--- config.mk ---
export PLATFORM = sky130hd
export DESIGN_NAME = spi_rx_frame_flat
export DESIGN_NICKNAME = d
export VERILOG_FILES = /design/src/rtl/spi_rx_frame_if.sv /design/src/rtl/spi_rx_frame.sv /design/src/flat_wrapper.sv
export SDC_FILE = /design/constraint.sdc
export NUM_CORES = 1
export LEC_CHECK = 0
export ABC_AREA = 1
export CORE_UTILIZATION = 55
export CTS_BUF_LIST = sky130_fd_sc_hd__clkbuf_8
export DETAILED_ROUTE_END_ITERATION = 7
export PLACE_DENSITY = 0.81
export SETUP_SLACK_MARGIN = 0.2
export SLEW_MARGIN = 40
export SYNTH_ARGS = -nofsm -noshare
export SYNTH_HDL_FRONTEND = slang
export SYNTH_SLANG_ARGS = --single-unit
--- constraint.sdc ---
create_clock -name clk -period 1.6 [get_ports clk]
set_input_delay 0.32 -clock clk [delete_from_list [all_inputs] [get_ports clk]]
set_output_delay 0.32 -clock clk [all_outputs]
set_load 0.01 [all_outputs]
--- src/rtl/spi_rx_frame_if.sv ---
// Bundle of SPI pins and the received-word handshake for spi_rx_frame.
// slave: the receiver side; master: whoever drives SPI and consumes words.
interface spi_rx_frame_if #(
  parameter int NUM_BITS = 12
);
  logic                sck;
  logic                mosi;
  logic                ss_n;
  logic                rx_ready;
  logic                overrun_clr;
  logic [NUM_BITS-1:0] rx_data;
  logic                rx_valid;
  logic                busy;
  logic                overrun;

  modport slave (
    input  sck, mosi, ss_n, rx_ready, overrun_clr,
    output rx_data, rx_valid, busy, overrun
  );

  modport master (
    output sck, mosi, ss_n, rx_ready, overrun_clr,
    input  rx_data, rx_valid, busy, overrun
  );
endinterface

--- src/rtl/spi_rx_frame.sv ---
// SPI mode-0 frame receiver with one-word output buffer.
// Optional macro SPI_RX_OVERRUN_EN: drop words arriving while the buffer is full and flag overrun.
//
// state | meaning
// IDLE  | waiting for ss_n low
// RECV  | shifting in bits on synchronized sck rising edges
// WAIT  | frame complete, ignoring sck until ss_n returns high
module spi_rx_frame #(
  parameter int NUM_BITS = 12
) (
  input  logic          clk,
  input  logic          n_rst,
  spi_rx_frame_if.slave bus
);

  localparam int CW = $clog2(NUM_BITS + 1);

  typedef enum logic [1:0] {
    IDLE = 2'd0,
    RECV = 2'd1,
    WAIT = 2'd2
  } state_t;

  logic                sck_s1_q, sck_s2_q, sck_prev_q;
  logic                mosi_s1_q, mosi_s2_q;
  logic                ss_s1_q, ss_s2_q;
  logic [1:0]          prime_q;
  logic                armed_q;

  state_t              state_q;
  logic [CW-1:0]       cnt_q;
  logic [NUM_BITS-1:0] shift_q;
  logic [NUM_BITS-1:0] shift_d;
  logic                busy_q;

  logic [NUM_BITS-1:0] rx_data_q;
  logic                rx_valid_q;
  logic                overrun_q;

  logic                sck_pulse;
  logic                word_done;
  logic                load_ok;

  always_ff @(posedge clk) begin
    if (!n_rst) begin
      sck_s1_q   <= 1'b0;
      sck_s2_q   <= 1'b0;
      sck_prev_q <= 1'b0;
      mosi_s1_q  <= 1'b0;
      mosi_s2_q  <= 1'b0;
      ss_s1_q    <= 1'b1;
      ss_s2_q    <= 1'b1;
      prime_q    <= 2'b00;
      armed_q    <= 1'b0;
    end else begin
      sck_s1_q   <= bus.sck;
      sck_s2_q   <= sck_s1_q;
      sck_prev_q <= sck_s2_q;
      mosi_s1_q  <= bus.mosi;
      mosi_s2_q  <= mosi_s1_q;
      ss_s1_q    <= bus.ss_n;
      ss_s2_q    <= ss_s1_q;
      prime_q    <= {prime_q[0], 1'b1};
      // Only a real ss_n high (not the synchronizer reset value) arms a new frame,
      // so a frame interrupted by reset is never picked up halfway through.
      if (prime_q[1] && ss_s2_q) begin
        armed_q <= 1'b1;
      end
    end
  end

  assign sck_pulse = sck_s2_q & ~sck_prev_q;
  assign shift_d   = {shift_q[NUM_BITS-2:0], mosi_s2_q};
  assign word_done = (state_q == RECV) && !ss_s2_q && sck_pulse &&
                     (cnt_q == CW'(NUM_BITS - 1));
  assign load_ok   = !rx_valid_q || bus.rx_ready;

  always_ff @(posedge clk) begin
    if (!n_rst) begin
      state_q <= IDLE;
      cnt_q   <= '0;
      shift_q <= '0;
      busy_q  <= 1'b0;
    end else begin
      case (state_q)
        IDLE: begin
          if (!ss_s2_q && armed_q) begin
            state_q <= RECV;
            cnt_q   <= '0;
            busy_q  <= 1'b1;
          end
        end
        RECV: begin
          if (ss_s2_q) begin
            state_q <= IDLE;
            cnt_q   <= '0;
            busy_q  <= 1'b0;
          end else if (sck_pulse) begin
            shift_q <= shift_d;
            cnt_q   <= cnt_q + CW'(1);
            if (cnt_q == CW'(NUM_BITS - 1)) begin
              state_q <= WAIT;
              busy_q  <= 1'b0;
            end
          end
        end
        WAIT: begin
          if (ss_s2_q) begin
            state_q <= IDLE;
          end
        end
        default: begin
          state_q <= IDLE;
          cnt_q   <= '0;
          busy_q  <= 1'b0;
        end
      endcase
    end
  end

  always_ff @(posedge clk) begin
    if (!n_rst) begin
      rx_data_q  <= '0;
      rx_valid_q <= 1'b0;
    end else if (word_done && load_ok) begin
      rx_data_q  <= shift_d;
      rx_valid_q <= 1'b1;
    end else if (word_done) begin
`ifndef SPI_RX_OVERRUN_EN
      rx_data_q  <= shift_d;
`endif
      rx_valid_q <= 1'b1;
    end else if (rx_valid_q && bus.rx_ready) begin
      rx_valid_q <= 1'b0;
    end
  end

`ifdef SPI_RX_OVERRUN_EN
  // Set takes priority over a coincident clear.
  always_ff @(posedge clk) begin
    if (!n_rst) begin
      overrun_q <= 1'b0;
    end else if (word_done && !load_ok) begin
      overrun_q <= 1'b1;
    end else if (bus.overrun_clr) begin
      overrun_q <= 1'b0;
    end
  end
`else
  logic unused_overrun_clr;
  assign unused_overrun_clr = bus.overrun_clr;
  assign overrun_q          = 1'b0;
`endif

  assign bus.rx_data  = rx_data_q;
  assign bus.rx_valid = rx_valid_q;
  assign bus.busy     = busy_q;
  assign bus.overrun  = overrun_q;

endmodule

--- src/flat_wrapper.sv ---
// flat-port wrapper written by rule: the top's interface ports become plain ports
module spi_rx_frame_flat 
#(
  parameter int NUM_BITS = 12
)
  (clk, n_rst, bus_sck, bus_mosi, bus_ss_n, bus_rx_ready, bus_overrun_clr, bus_rx_data, bus_rx_valid, bus_busy, bus_overrun);
  spi_rx_frame_if #(.NUM_BITS(NUM_BITS)) bus_i ();
  input  logic clk;
  input  logic n_rst;
  input wire logic [$bits(bus_i.sck)-1:0] bus_sck;
  input wire logic [$bits(bus_i.mosi)-1:0] bus_mosi;
  input wire logic [$bits(bus_i.ss_n)-1:0] bus_ss_n;
  input wire logic [$bits(bus_i.rx_ready)-1:0] bus_rx_ready;
  input wire logic [$bits(bus_i.overrun_clr)-1:0] bus_overrun_clr;
  output wire logic [$bits(bus_i.rx_data)-1:0] bus_rx_data;
  output wire logic [$bits(bus_i.rx_valid)-1:0] bus_rx_valid;
  output wire logic [$bits(bus_i.busy)-1:0] bus_busy;
  output wire logic [$bits(bus_i.overrun)-1:0] bus_overrun;
  assign bus_i.sck = bus_sck;
  assign bus_i.mosi = bus_mosi;
  assign bus_i.ss_n = bus_ss_n;
  assign bus_i.rx_ready = bus_rx_ready;
  assign bus_i.overrun_clr = bus_overrun_clr;
  assign bus_rx_data = bus_i.rx_data;
  assign bus_rx_valid = bus_i.rx_valid;
  assign bus_busy = bus_i.busy;
  assign bus_overrun = bus_i.overrun;
  spi_rx_frame #(.NUM_BITS(NUM_BITS)) u_core (.clk(clk), .n_rst(n_rst), .bus(bus_i));
endmodule
==> metrics.md <==
| Metric | Value |
|---|---|
| Pre-CTS WS | `0.198 ns` |
| Minimum clock period | `~1.3 ns` |
| Finished Layout Cells | `between 200 and 300` |
| Hold Vio Cnt, Final | `0` |
| Fraction of layout cells with a size suffix above 1 | `roughly 16%` |
| Total wire length | `between 2 and 3 mm` |
| PnR worst setup slack | `0.259 ns` |
| CP Launch Type | `register` |
| CP Max Fanout | `14` |
| Sequential cell area | `823 um^2` |
| Synthesized area | `between 1500 and 2000 um^2` |
| Final GP Congestion | `0.791` |
| Worst Path Arrival | `approximately 1.6 ns` |
| Ant. Diodes | `0` |
| Register area share after synthesis | `between 50 and 60%` |
| Total I/O pin count | `22` |
| Synthesis warning total | `0` |
| Vias in the first global route | `roughly 1100` |
| I/O Buffers | `19` |
| Mapped Nets | `roughly 200` |
| Area of the core | `around 2700 um^2` |
| Largest net degree at the start of global routing | `19` |
| DP Area | `1770 um^2` |
| Drt wl/cell | `approximately 12 um` |
| Total CTS buffers | `5` |
| RSZ-0062 raised after global routing | `false` |
| Cell Count Post-Placement | `between 200 and 250` |
| Setup violators final | `0` |
| Die area | `approximately 3100 um^2` |
| Filler Cells Inserted | `approximately 220` |
| Post-CTS Hold Fix Bufs | `0` |
| Finished Core Util | `69.9%` |
| Share of the clock period used by the worst path | `~84%` |
| H-tree depth | `2` |
| Final instance area | `approximately 1900 um^2` |
| First-pass DRT Iterations | `5` |
| First-pass GRT wire length | `between 4 and 5 mm` |
| Clock slew at reported path FFs | `0.07 ns` |
| Max-cap violations | `0` |
| Multi-input logic area | `around 620 um^2` |
| Slew Limit Fails | `0` |
| Status | `finished, final reports clean` |
| Total GRT Usage | `approximately 20%` |
| Die W | `55.5 um` |
| Cells after synthesis | `196` |
| Syn Area/Cell | `around 8 um^2` |
| Leak | `between 0.8 and 0.9 nW` |
| Via count of the routed design | `1311` |
| Final setup TNS | `0 ns` |
| WS Path Type | `reg2reg` |
| Clk_lat worst skew | `between 0.2 and 0.3 ns` |
| HPWL after DPL | `~2 mm` |
| Die height | `between 50 and 60 um` |
| Power Density | `around 900 nW/um^2` |
| Root buffer cell | `clkbuf_8` |
| Critical Path End Type | `register` |
| Bufs on Longest Clock Path | `2` |
| Worst Path Required | `about 1.8 ns` |
| DRT iter0 DRCs | `37` |
| Initial core utilization | `57.6%` |
| Count of cell types in the netlist | `22` |
| CTS sink count | `a little over 40` |
| Worst Hold Class | `reg2reg` |
| Antenna-violating nets left | `0` |
| Vias per inst | `about 5` |
| Maximum clock frequency | `roughly 750 MHz` |
| Max IR drop VDD | `a little under 0.001 V` |
| # DRC | `0` |
| Synth-to-Final Area Change | `21.4%` |
| CTS tree | `done` |
| Setup Skew | `0.00262 ns` |
| Yosys reg bits | `41` |
| Row cnt | `19` |
| Remaining Overflow, GRT | `0` |
| Number of nets in the layout | `roughly 230` |
| Antenna violations before repair | `0` |
-- cells by family (layout without fill, tap and decap cells) --
family          Yosys count  after routing  share of synthesized area (%)
simple gates             92             92                           27.2
fa+ha+maj                 1              1                          0.795
compound gates           32             32                           10.4
buf+inv                  29             57                           9.22
other cells               1              1                          0.238
flops                    41             41                           52.1
-- final timing paths --
kind	startpoint	endpoint	slack [ns]	depth (start not counted)
max	u_core.state_q[1]	u_core.shift_q[7]	0.26	6
min	u_core.sck_s1_q	u_core.sck_s2_q	0.42	2
max reg2reg	u_core.state_q[1]	u_core.shift_q[7]	0.26	6
min reg2reg	u_core.sck_s1_q	u_core.sck_s2_q	0.42	2
-- metal layers --
metal	up-vias	part of all wire, %	wire [um]	GRT usage (%)
met4	0	1.4	42	10.0
met2	32	50	1480	33.6
li1	670	-	-	-
met5	-	0	0	0
met1	604	44	1310	22.9
met3	5	4.6	136	5.15
-- critical path: stages, from the launching register on --
cell     delay (ns)
dfxtp_1        0.33
inv_1          0.13
nand3_4        0.12
nor2_8         0.20
buf_4          0.21
nand2_1        0.07
a21oi_1        0.18
-- synthesized netlist by cell type --
library cell	n	area, um^2
inv_2	3	11.3
nand3_1	18	90.1
inv_1	16	60.1
o21ai_0	1	5.00
nor2_8	1	20.0
nand2_1	58	218
buf_4	2	15.0
buf_8	1	15.0
nand4_1	1	6.26
buf_6	2	22.5
ha_1	1	12.5
dfxtp_1	41	821
a21oi_2	1	8.76
nand3_4	1	17.5
buf_2	2	10.0
or2_2	2	12.5
a21oi_1	30	150
nor2_4	2	22.5
clkbuf_1	3	11.3
nand2_4	1	11.3
nor2_1	8	30.0
conb_1	1	3.75
-- report_power, final --
group / total [mW] / internal, mW / switching, mW / leakage [nW]
Clock: 0.602 / 0.286 / 0.316 / 0.0399
Combinational: 0.0646 / 0.0283 / 0.0363 / 0.453
Sequential: 1.04 / 1.03 / 0.00682 / 0.334
Total: 1.71 / 1.35 / 0.359 / 0.826
-- metrics by stage --
stage / power [mW] / hold WS, ns
floorplan: 1.10 / 0.348
global placement: 1.12 / 0.391
detailed placement: 1.13 / 0.400
CTS: 1.72 / 0.417
global route: 1.77 / 0.426
finish: 1.71 / 0.417
-- layout by cell type, fill, tap and decap left out, types with 2 or more instances in the layout --
cell type        instances
inv_1                   16
clkbuf_8                 5
dlygate4sd2_1           14
nor2_1                   8
dfxtp_1                 39
buf_4                   11
nor2_4                   2
inv_2                    3
a21oi_1                 29
a21oi_2                  2
dfxtp_2                  2
or2_2                    2
nand3_1                 18
nand2_1                 57
clkdlybuf4s50_1          5
-- flip-flops by register name, summed over array words and instances (netlist names) --
signal and flops:
u_core.sck_s1_q 1, u_core.ss_s2_q 1, u_core.ss_s1_q 1, u_core.bus.rx_valid 1
u_core.armed_q 1, u_core.shift_q 11, u_core.bus.rx_data 12, u_core.bus.busy 1
u_core.mosi_s2_q 1, u_core.state_q 2, u_core.cnt_q 4, u_core.sck_prev_q 1
u_core.mosi_s1_q 1, u_core.sck_s2_q 1, u_core.prime_q 2
-- final cells by class --
cell class | count | share of cell area (%)
sequential | 41 | 43.1
multi-input combinational | 126 | 32.3
timing repair buffer | 32 | 15.0
inverter | 19 | 3.73
clock buffer | 5 | 3.60
tap | 31 | 2.03
clock inverter | 1 | 0.262
-- timing repair --
item	in CTS	in global routing
hold endpoints to repair	0	0
endpoints found under the setup margin	17	16
buffers inserted	2	5
resized for setup	15	5
pin swaps	1	3
Power figures use the tool's default switching activity.
